[config.mk]
export PLATFORM = sky130hd
export DESIGN_NAME = oram_req_arbiter
export DESIGN_NICKNAME = d
export VERILOG_FILES = /design/src/rtl/oram_functions_pkg.sv /design/src/rtl/oram_rr_arbiter.sv /design/src/rtl/oram_req_arbiter.sv
export SDC_FILE = /design/constraint.sdc
export NUM_CORES = 1
export LEC_CHECK = 0
export BUFFER_PORTS_ARGS = -buffer_cell sky130_fd_sc_hd__buf_2
export CORE_MARGIN = 10
export CORE_UTILIZATION = 30
export DETAILED_ROUTE_END_ITERATION = 16
export GPL_ROUTABILITY_DRIVEN = 0
export PLACE_DENSITY = 0.59
export SETUP_SLACK_MARGIN = 0.4
export SYNTH_ARGS = -nofsm -noshare
export SYNTH_HDL_FRONTEND = slang
export SYNTH_SLANG_ARGS = --single-unit
[constraint.sdc]
create_clock -name clk -period 4.1 [get_ports clk]
set_input_delay 0.41 -clock clk [delete_from_list [all_inputs] [get_ports clk]]
set_output_delay 0.41 -clock clk [all_outputs]
set_load 0.05 [all_outputs]
[src/rtl/oram_functions_pkg.sv]
// Shared ORAM definitions: tree/block geometry and the request-arbiter state type.
package oram_functions_pkg;

   localparam int unsigned TREE_DEPTH      = 8;
   localparam int unsigned BYTE_WIDTH      = 8;
   localparam int unsigned BYTES_PER_BLOCK = 2;
   localparam int unsigned DATA_W          = BYTE_WIDTH * BYTES_PER_BLOCK;

   typedef enum logic [1:0] {
      IDLE  = 2'd0,
      ISSUE = 2'd1,
      WAIT  = 2'd2,
      RESP  = 2'd3
   } oram_arb_state_t;

endpackage

[src/rtl/oram_rr_arbiter.sv]
// Round-robin grant: one-hot grant on the first asserted request at or after ptr.
module oram_rr_arbiter #(
   parameter  int unsigned NUM_REQ = 4,
   localparam int unsigned IDX_W   = $clog2(NUM_REQ)
) (
   input  logic [NUM_REQ-1:0] req_valid,
   input  logic [IDX_W-1:0]   ptr,
   output logic [NUM_REQ-1:0] grant,
   output logic [IDX_W-1:0]   winner
);

   // Walk the requesters starting at ptr, wrapping, and take the first valid one.
   always_comb begin : pick
      int unsigned idx;
      logic        found;
      grant  = '0;
      winner = '0;
      found  = 1'b0;
      idx    = 0;
      for (int unsigned k = 0; k < NUM_REQ; k++) begin
         idx = (32'(ptr) + k) % NUM_REQ;
         if (!found && req_valid[idx]) begin
            found      = 1'b1;
            grant[idx] = 1'b1;
            winner     = IDX_W'(idx);
         end
      end
   end

endmodule

[src/rtl/oram_req_arbiter.sv]
// Shares one ORAM core among NUM_REQ requesters: round-robin accept, issue one
// operation to the core, wait for its result, then strobe the response back.
// Optional WAIT watchdog enabled by defining ORAM_ARB_TIMEOUT_EN.
module oram_req_arbiter
   import oram_functions_pkg::*;
#(
   parameter int unsigned NUM_REQ        = 4,
   parameter int unsigned TIMEOUT_CYCLES = 64
) (
   input  logic                          clk,
   input  logic                          rst_n,
   input  logic [NUM_REQ-1:0]            req_valid,
   input  logic [NUM_REQ-1:0]            req_rw,
   input  logic [NUM_REQ*TREE_DEPTH-1:0] req_addr,
   input  logic [NUM_REQ*DATA_W-1:0]     req_wdata,
   output logic [NUM_REQ-1:0]            req_ready,
   output logic [NUM_REQ-1:0]            resp_valid,
   output logic [DATA_W-1:0]             resp_rdata,
   output logic                          resp_err,
   output logic [TREE_DEPTH-1:0]         core_block_number,
   output logic [DATA_W-1:0]             core_w_value,
   output logic                          core_rw,
   output logic                          core_input_ready,
   input  logic [DATA_W-1:0]             core_r_value,
   input  logic                          core_output_ready,
   output logic                          busy
);

   localparam int unsigned IDX_W = $clog2(NUM_REQ);

   if (NUM_REQ < 2 || NUM_REQ > 8) begin : g_bad_num_req
      $error("oram_req_arbiter: NUM_REQ must be in 2..8");
   end
   if (TIMEOUT_CYCLES < 1) begin : g_bad_timeout
      $error("oram_req_arbiter: TIMEOUT_CYCLES must be at least 1");
   end

   oram_arb_state_t      state_q, state_d;
   logic [IDX_W-1:0]     ptr_q, winner_q, winner, ptr_next;
   logic [NUM_REQ-1:0]   grant;
   logic [DATA_W-1:0]    rdata_q;
   logic                 accept;
   logic                 err_flag;
   logic                 timeout_hit;

   oram_rr_arbiter #(.NUM_REQ(NUM_REQ)) u_rr (
      .req_valid (req_valid),
      .ptr       (ptr_q),
      .grant     (grant),
      .winner    (winner)
   );

   assign accept   = (state_q == IDLE) && (|grant);
   assign ptr_next = (winner == IDX_W'(NUM_REQ - 1)) ? '0 : winner + 1'b1;

`ifdef ORAM_ARB_TIMEOUT_EN
   localparam int unsigned CNT_W = $clog2(TIMEOUT_CYCLES + 1);
   logic [CNT_W-1:0] wait_cnt;
   logic             err_q;

   assign timeout_hit = (wait_cnt == CNT_W'(TIMEOUT_CYCLES - 1));
   assign err_flag    = err_q;

   // Watchdog: cleared while in ISSUE (i.e. on WAIT entry), counts WAIT cycles.
   always_ff @(posedge clk or negedge rst_n) begin
      if (!rst_n)                  wait_cnt <= '0;
      else if (state_q == ISSUE)   wait_cnt <= '0;
      else if (state_q == WAIT)    wait_cnt <= wait_cnt + 1'b1;
   end

   // Error flag: set when the watchdog expires, cleared on each new acceptance.
   always_ff @(posedge clk or negedge rst_n) begin
      if (!rst_n)
         err_q <= 1'b0;
      else if (accept)
         err_q <= 1'b0;
      else if (state_q == WAIT && !core_output_ready && timeout_hit)
         err_q <= 1'b1;
   end
`else
   assign timeout_hit = 1'b0;
   assign err_flag    = 1'b0;
`endif

   // State register.
   always_ff @(posedge clk or negedge rst_n) begin
      if (!rst_n) state_q <= IDLE;
      else        state_q <= state_d;
   end

   // Next-state logic.
   always_comb begin
      state_d = state_q;
      unique case (state_q)
         IDLE:    if (accept) state_d = ISSUE;
         ISSUE:   state_d = WAIT;
         WAIT:    if (core_output_ready || timeout_hit) state_d = RESP;
         RESP:    state_d = IDLE;
         default: state_d = IDLE;
      endcase
   end

   // Request capture on acceptance, plus read-data capture from the core.
   always_ff @(posedge clk or negedge rst_n) begin
      if (!rst_n) begin
         ptr_q             <= '0;
         winner_q          <= '0;
         core_block_number <= '0;
         core_w_value      <= '0;
         core_rw           <= 1'b0;
         rdata_q           <= '0;
      end else begin
         if (accept) begin
            ptr_q             <= ptr_next;
            winner_q          <= winner;
            core_block_number <= req_addr[int'(winner)*TREE_DEPTH +: TREE_DEPTH];
            core_w_value      <= req_wdata[int'(winner)*DATA_W +: DATA_W];
            core_rw           <= req_rw[winner];
            rdata_q           <= '0;
         end
         if (state_q == WAIT && core_output_ready)
            rdata_q <= core_r_value;
      end
   end

   // req_ready is combinational from req_valid, so it is also masked while reset is held.
   assign req_ready        = (state_q == IDLE && rst_n) ? grant : '0;
   assign core_input_ready = (state_q == ISSUE);
   assign resp_valid       = (state_q == RESP) ? ({{(NUM_REQ-1){1'b0}}, 1'b1} << winner_q) : '0;
   assign resp_rdata       = (state_q == RESP && !core_rw && !err_flag) ? rdata_q : '0;
   assign resp_err         = (state_q == RESP) && err_flag;
   assign busy             = (state_q != IDLE);

endmodule
-- After elaboration in Yosys (flattened, before gate mapping)
Index checks and enable logic that the tools add are counted.
- latch bits: 0
- logic and storage cells: 90
- memories: 0
- output and inout port bits: 52
- bits in writable memories: 0
- memory bits (read-only): 0
- bits in registers: 47
- bits of input ports: 123
- magnitude comparators: 9
- add/sub/neg operators: 4
- shift operators: 3
- equal/unequal tests: 6
- multiply operators: 0
- reductions and logical operators: 20
- mux-type cells: 38
- divide/modulo/power cells: 0
- bitwise gates (word level): 3
- operators with widths (kind ; number):
    64-bit by 7-bit variable part select with 16-bit output ; 1
    16-bit two-way mux ; 3
    32-bit by 6-bit variable part select with 8-bit output ; 1
    4-bit two-way mux ; 6
    2-bit by 3-bit less-than comparator with 1-bit output (second input constant) ; 5
    2-bit two-way mux ; 7
    1-bit two-way mux ; 12
    4-bit OR ; 3
    1-bit logical AND ; 11
    1-bit binary-select mux with 2-bit select ; 5
    1-bit demux with 2-bit select ; 4
    2-bit by 1-bit greater-or-equal comparator with 1-bit output (second input constant) ; 4
    2-bit one-hot mux with 4 select lines ; 1
    2-bit equality test (second input constant) ; 3
    2-bit by 1-bit adder with 2-bit output (second input constant) ; 2
    2-bit adder (second input constant) ; 2
    1-bit logical NOT ; 4
    2-bit != test (second input constant) ; 2
    2-bit nonzero test ; 2
    4-bit OR reduction ; 1
    1-bit by 2-bit << shifter with 4-bit output (first input constant) ; 1
    2-bit by 1-bit equality test with 1-bit output (second input constant) ; 1
    2-bit logical NOT ; 1
    2-bit AND reduction ; 1

-- Logic depth before layout (Yosys ltp)
Gate-level depths: netlist of the first run.
- depth after elaboration: 16
- mapped depth: 12
- gate-level depth less buffers: 8

-- Modules after synthesis
Synthesis of the first run repeated with hierarchy kept, for this count alone.
- cell total of the unflattened synthesis: 256
- area, all modules: 3119.2 µm²
- modules (own cells, without submodules) (module ; instances ; seq. area each (µm²) ; cells each ; area each (µm²)):
    oram_req_arbiter ; 1 ; 1176.1 ; 208 ; 2680.1
    oram_rr_arbiter ; 1 ; 0.0 ; 48 ; 439.2

-- Least setup slack after synthesis of the first run
No wires, ideal clock.
- path type: register to output
- start: reg ptr_q[0]
- end: out req_ready[3]
- cell stages (with the launch flop): 9
- required time: 3690 ps
- path slack: 478 ps
- arrival time: 3212 ps
- buffers on the path: 2
- cell sequence: dfrtp_1 buf_6 inv_1 ha_1 mux4_2 buf_6 nor4b_4 nand2_1 a311oi_1
- word-level cells in the longest chain between the ends: 13
- elaborated cells on any way between the ends: 48
- classes of those cells: 3 x add/sub; 8 x order compare; 24 x mux; 3 x bitwise; 10 x reduce/logical
- ends and longest elaborated chain (what ; line ; text):
    from (decl) ; oram_req_arbiter.sv:39 ; logic [IDX_W-1:0] ptr_q, winner_q, winner, ptr_next;
    from (signal assigned) ; oram_req_arbiter.sv:114 ; ptr_q <= ptr_next;
    branches (longest 11 deep; another with 2-bit by 3-bit less-than comparator with 1-bit output) ; -- ;
    4-bit two-way mux (*) ; oram_rr_arbiter.sv:22 ; if (!found && req_valid[idx]) begin
    4-bit two-way mux (*) ; oram_req_arbiter.sv:127 ; assign req_ready = (state_q == IDLE && rst_n) ? grant : '0;
    to (decl) ; oram_req_arbiter.sv:16 ; output logic [NUM_REQ-1:0] req_ready,
Every way passes the cells marked *. The select of a mux whose other input is x is not followed.

-- Final worst setup path of the first run
- start: reg ptr_q[1]
- end: out req_ready[2]
Same word-level chain as after synthesis.

==> results_dict.tcl, run 1 <==
set metrics [dict create \
    syn-num-nets 529 \
    clk_pin_slew_ns 0.07 \
    tightest_slew_ns 1.16 \
    slew_violations 0 \
    min_period_over_period 0.869 \
    fin_crit_ns 3.56 \
    internal_power_uw 2070 \
    cts_root_buf "clkbuf_16" \
    gr-usage-all-layers 0.140 \
    yosysTopAreaCellShare 0.333 \
    start_util 0.308 \
    ant_nets 0 \
    totalWireLength_microns 12300 \
    num_rows 39 \
    avgSynthCellArea_sq_um 8.95 \
    wl_per_cell_microns 17.8 \
    synth_seq_area_share 0.333 \
    die_width_microns 129 \
    synth_most_common_cell "nand2_1" \
    die_h_microns 129 \
    p_leak_uw 0.00240 \
    first_iter_violations 142 \
    grt_use_met2 0.233 \
    final_area_sq_um 4670 \
    path_delay_family "compound AO/OA/AOI/OAI gates" \
    slew_headroom 0.220 \
    top_usage_layer "met2" \
    synth_area_leaders "dfrtp_1 (33%), and3_1 (9.2%), a211oi_1 (7.9%), nand2_1 (6.9%), o31ai_1 (5.3%)" \
    max_freq_ghz 0.281 \
    clk_latency_ns 0.29 \
    vias 3608 \
    synth_common_cells "nand2_1 (65), and3_1 (52), dfrtp_1 (47)" \
    htree_levels 2 \
    yosys_warnings 0 \
    synth.largest_area_cell "dfrtp_1" \
    finalSetupViolCount 0 \
    crit_path_cell_trace "inv_1 > ha_1 > mux4_2 > or3b_2 > a22oi_1 > a21oi_1 > nor2_1 > buf_2" \
    core_sq_um 11500 \
    ys.flop_type "dfrtp_1" \
    crit_path_top_delay_cell "a22oi_1" \
    clock_path_buffers 2 \
    placed_cell_area_sq_um 4480 \
    rr_worst_depth 8 \
    critPathMaxStageDelay_ns 0.52 \
    crit_required_ns 3.69 \
    netlist_instances 395 \
    async_reset_ff_frac 1.00 \
    cts_tree "built" \
    first_global_vias 3774 \
    drc 0 \
    p_sw_frac 0.550 \
    path_buf_inv 2 \
    gr-total-overflow 0 \
    holdWs_ns 0.235 \
    synth_cell_types 46 \
    synth_edf_count 0 \
    skew_ns 0.0123 \
    antenna_cells 0 \
    maxCapViolations 0 \
    ys_ff_latch 47 \
    portBuffers 173 \
    pin_count 175 \
    first_pass_iters 4 \
    power.density_nw_per_um2 988 \
    synthToLayoutAreaGrowth_pct 32.0 \
    cts_buffers 5 \
    endpoint_kind "output pin" \
    critPathArrivalTime_ns 3.15 \
    grt_max_degree 52 \
    rsz0062_at_grt "no" \
    cts_hold_buf 0 \
    nNetsFinal 685 \
    antenna_found_initial 0 \
    fin_tns_setup_ns 0 \
    crit_type "reg -> out" \
    power_frac_comb 0.718 \
    crit_fanout 13 \
    worst_setup_path_start_kind "flip-flop" \
    pwr-share-clk 0.102 \
    hold_class "in -> async" \
    seqPwrFrac 0.180 \
    path_depth 8 \
    status "completed" \
    netlist_area_sq_um 3530 \
    final-hold-violation-count 0 \
    die-area_sq_um 16500 \
    drive_gt1_frac 0.402 \
    post_drt_via_cell_ratio 5.19 \
    grt_pass1_wl_microns 19200 \
    hpwl_microns 9470 \
    use_met1 0.167 \
    met3_usage 0.0526 \
    cts.sinks 47 \
    p_switching_uw 2540 \
    peakVddDrop_mv 0.436 \
]
## cell type report
cell class / count / area [sq um]
clock buffer: 5 / 125
clock inverter: 3 / 47.5
fill: 1173 / 6800
inverter: 12 / 45.0
multi-input combinational: 301 / 2130
sequential: 47 / 1180
tap: 143 / 179
timing repair buffer: 184 / 961
## sequential cells by signal (all words and copies together), names as in the netlist
name and count:
ptr_q 2, rdata_q 16, core_block_number 8, core_w_value 16, winner_q 2, state_q 2, core_rw 1
## power groups by stage
stage | Combinational, uW | Sequential [uW] | Clock [uW]
2_1_floorplan | 2180 | 1230 | 0
3_3_place_gp | 3230 | 836 | 0
3_5_place_dp | 3320 | 839 | 0
4_1_cts | 3310 | 834 | 495
5_1_grt | 3630 | 861 | 503
6_report | 3310 | 829 | 471
## final timing paths
kind / from / endpoint / slack [ns]
setup reg to reg: ptr_q[1] / state_q[1] / 0.69
setup / recovery: ptr_q[1] / req_ready[2] / 0.54
min in group clk: core_r_value[9] / rdata_q[9] / 0.32
hold / removal: rst_n / state_q[0] / 0.24
max in group asynchronous: rst_n / core_block_number[6] / 3.45
hold reg to reg: core_w_value[11] / core_w_value[11] / 0.48
## through the flow
step / std cells / total power (uW) / setup slack [ns] / utilization
floorplan: 395 / 3420 / 0.478 / -
global placement: 686 / 4060 / 0.700 / 0.390
detailed placement: 686 / 4160 / 0.538 / 0.390
CTS: 694 / 4640 / 0.514 / 0.405
global route: 695 / 4990 / 0.406 / 0.407
finish: 695 / 4610 / 0.536 / 0.407
## per-layer routing
layer	up-vias	wire length (microns)
li1	1757	-
met1	1708	5070
met2	133	5980
met3	10	1160
met4	0	135
met5	-	0
## placed cells by master, fill, tap and decap left out, types with 9 or more instances in the layout
| cell | synthesis | layout |
|---|---|---|
| a211oi_1 | 37 | 37 |
| a211oi_2 | 13 | 13 |
| a21oi_1 | 9 | 9 |
| and2_1 | 18 | 18 |
| and3_1 | 52 | 52 |
| buf_2 | 4 | 173 |
| buf_4 | 5 | 10 |
| dfrtp_1 | 47 | 47 |
| ha_1 | 11 | 11 |
| inv_1 | 11 | 11 |
| nand2_1 | 65 | 64 |
| nand3_1 | 16 | 16 |
| o31ai_1 | 25 | 25 |
## cell families (layout without fill, tap and decap cells)
group,Yosys count,in the layout,synth area share
other cells,1,1,0.00106
flops,47,47,0.333
fa+ha+maj,11,11,0.0390
buf+inv,48,204,0.0747
xor+xnor,1,1,0.00248
mux,8,8,0.0382
simple gates,174,174,0.263
compound gates,105,106,0.249
## timing repair
| item | 4_1_cts | 5_1_grt |
|---|---|---|
| endpoints found under the hold margin | 0 | 0 |
| buffers inserted | 0 | 0 |
| setup endpoints to repair | 0 | 26 |
| resized for setup | 0 | 0 |
(Power assumes the default switching activity.)
==> run 2: changes to the inputs <==
--- a/config.mk
+++ b/config.mk
@@ -5,11 +5,13 @@
 export SDC_FILE = /design/constraint.sdc
 export NUM_CORES = 1
 export LEC_CHECK = 0
+export ABC_AREA = 1
 export BUFFER_PORTS_ARGS = -buffer_cell sky130_fd_sc_hd__buf_2
-export CORE_MARGIN = 10
+export CORE_MARGIN = 5
 export CORE_UTILIZATION = 30
 export DETAILED_ROUTE_END_ITERATION = 16
 export GPL_ROUTABILITY_DRIVEN = 0
+export GPL_TIMING_DRIVEN = 0
 export PLACE_DENSITY = 0.59
 export SETUP_SLACK_MARGIN = 0.4
 export SYNTH_ARGS = -nofsm -noshare
==> run 2 against run 1 <==
Against the previous run:
- utilization is 0.35 points lower
- synthesized cell count is 49% higher
- register-to-register slack better by 0.61 ns
- cell count is 36% higher
- die area is 9.6% lower
- critical path type unchanged
==> results_dict.tcl, run 2 <==
set metrics [dict create \
    fill_cells 1426 \
    pin_count 175 \
    grt_max_degree 52 \
    cts_buffers 5 \
    start_util 0.303 \
    synth_edf_count 0 \
    critPathArrivalTime_ns 2.58 \
    endpoint_kind "output pin" \
    status "completed" \
    crit_type "reg -> out" \
    htree_levels 2 \
    biggestRegsByFlops "core_w_value x16, rdata_q x16, core_block_number x8" \
    skew_ns 0.0105 \
    totalWireLength_microns 12600 \
    ff_latch_area_sq_um 1180 \
    drc 0 \
    tightest_slew_ns 1.17 \
    holdWs_ns 0.315 \
    crit_required_ns 3.69 \
    netlist_instances 590 \
    final_cell_mix "nand2_1 (223), buf_2 (187), nand3_1 (86)" \
    min_period_over_period 0.730 \
    clk_latency_ns 0.30 \
    first_pass_iters 4 \
    cts_repair_resize_count 0 \
    fin_crit_ns 2.99 \
    async_reset_ff_frac 1.00 \
    synth_seq_area_share 0.311 \
    core_sq_um 12500 \
    synthToLayoutAreaGrowth_pct 33.2 \
    cts_setup_buffers 0 \
    ys_ff_latch 47 \
    die_width_microns 122 \
    multi_input_area_sq_um 2080 \
    netlist_area_sq_um 3780 \
    clock_path_buffers 2 \
    first_global_vias 4145 \
    cts_tree "built" \
    die_h_microns 122 \
    final-hold-violation-count 0 \
    finalSetupViolCount 0 \
    vias 4141 \
    die-area_sq_um 14900 \
    slew_headroom 0.221 \
    slew_violations 0 \
    post_drt_via_cell_ratio 4.39 \
    synth_cell_types 26 \
    gr-total-overflow 0 \
    synth_area_leaders "dfrtp_1 (31%), nand2_1 (22%), nand3_1 (11%), nand3b_1 (9.9%), inv_1 (8.4%)" \
    yosysTopAreaCellShare 0.311 \
    yosys_warnings 0 \
    post-route-util 0.403 \
    synth.largest_area_cell "dfrtp_1" \
    first_iter_violations 217 \
    portBuffers 173 \
    avgSynthCellArea_sq_um 6.40 \
    maxCapViolations 0 \
    drive_gt1_frac 0.287 \
    wl_per_cell_microns 13.3 \
    worst_setup_path_start_kind "flip-flop" \
    gr-usage-all-layers 0.168 \
    num_rows 41 \
    syn-num-nets 724 \
    final_common_cell "nand2_1" \
    fin_tns_setup_ns 0 \
    clk_pin_slew_ns 0.07 \
    cts_hold_buf 0 \
    ant_nets 0 \
    hpwl_microns 9950 \
    cts.sinks 47 \
    max_freq_ghz 0.334 \
    antenna_found_initial 0 \
    nNetsFinal 904 \
    rsz0062_at_grt "no" \
    synth_common_cells "nand2_1 (223), nand3_1 (86), inv_1 (85)" \
    crit_fanout 10 \
    synth_most_common_cell "nand2_1" \
    antenna_cells 0 \
    cts_root_buf "clkbuf_16" \
    grt_pass1_wl_microns 20000 \
    hold_class "in -> reg" \
    ys.flop_type "dfrtp_1" \
]
[run 2: cell count changes after synthesis, moves of 13 or more]
cell,delta
inv_1,+74
and3_1,-52
nand2_1,+158
nand3_1,+70
a211oi_2,-13
o31ai_1,-25
a211oi_1,-37
nand3b_1,+50
and2_1,-18
[run 2: layout make-up]
cell class                      count  area share
Inverter                           88      0.0657
Clock inverter                      3     0.00921
Sequential cell                    47       0.234
Multi-Input combinational cell    423       0.414
Clock buffer                        5      0.0249
Buffer                             32      0.0378
Tap cell                          172      0.0428
Timing Repair Buffer              173       0.172
[run 2: worst max-delay path, stage by stage, from the launching register on]
cell      delay [ns]
dfrtp_1         0.56
inv_2           0.18
ha_1            0.42
inv_1           0.09
nand3_1         0.08
nand2_1         0.08
nor2_2          0.20
a21boi_0        0.14
nand3_1         0.12
nand3_1         0.07
inv_1           0.08
buf_2           0.25
[run 2: stage by stage]
step / cells / area, sq um / setup slack (ns)
2_1_floorplan: 590 / 3780 / 1.76
3_3_place_gp: 935 / 4860 / 1.30
3_5_place_dp: 935 / 4860 / 1.29
4_1_cts: 943 / 5030 / 1.11
5_1_grt: 943 / 5030 / 0.919
6_report: 943 / 5030 / 1.11
[run 2: cell families (layout without fill, tap and decap cells)]
kind of cell	count (synthesis)	after routing	synth area share
simple gates	398	398	0.492
compound gates	12	12	0.0186
other cells	1	1	0.000993
xor+xnor	1	1	0.00232
flops	47	47	0.311
fa+ha+maj	11	11	0.0364
buf+inv	120	301	0.138
[run 2: worst paths after layout]
kind | start | end | slack (ns) | cells after the start
max | ptr_q[0] | req_ready[0] | 1.11 | 11
min | core_r_value[7] | rdata_q[7] | 0.32 | 3
max reg2reg | ptr_q[0] | core_w_value[12] | 1.30 | 16
min reg2reg | core_block_number[5] | core_block_number[5] | 0.48 | 2
max in group asynchronous | rst_n | winner_q[0] | 3.04 | 1
min in group asynchronous | rst_n | rdata_q[15] | 0.36 | 1
[run 2: layer usage]
metal	global-route usage	share of wire	vias to the layer above	routed length [microns]
li1	-	-	2181	-
met1	0.224	0.46	1814	5830
met2	0.278	0.46	138	5760
met3	0.0395	0.071	8	894
met4	0.0315	0.0074	0	93
met5	0	0	-	0
Power of run 2 is not shown: default switching activity piles up to over one toggle a cycle in this logic, so the estimate is an artifact.
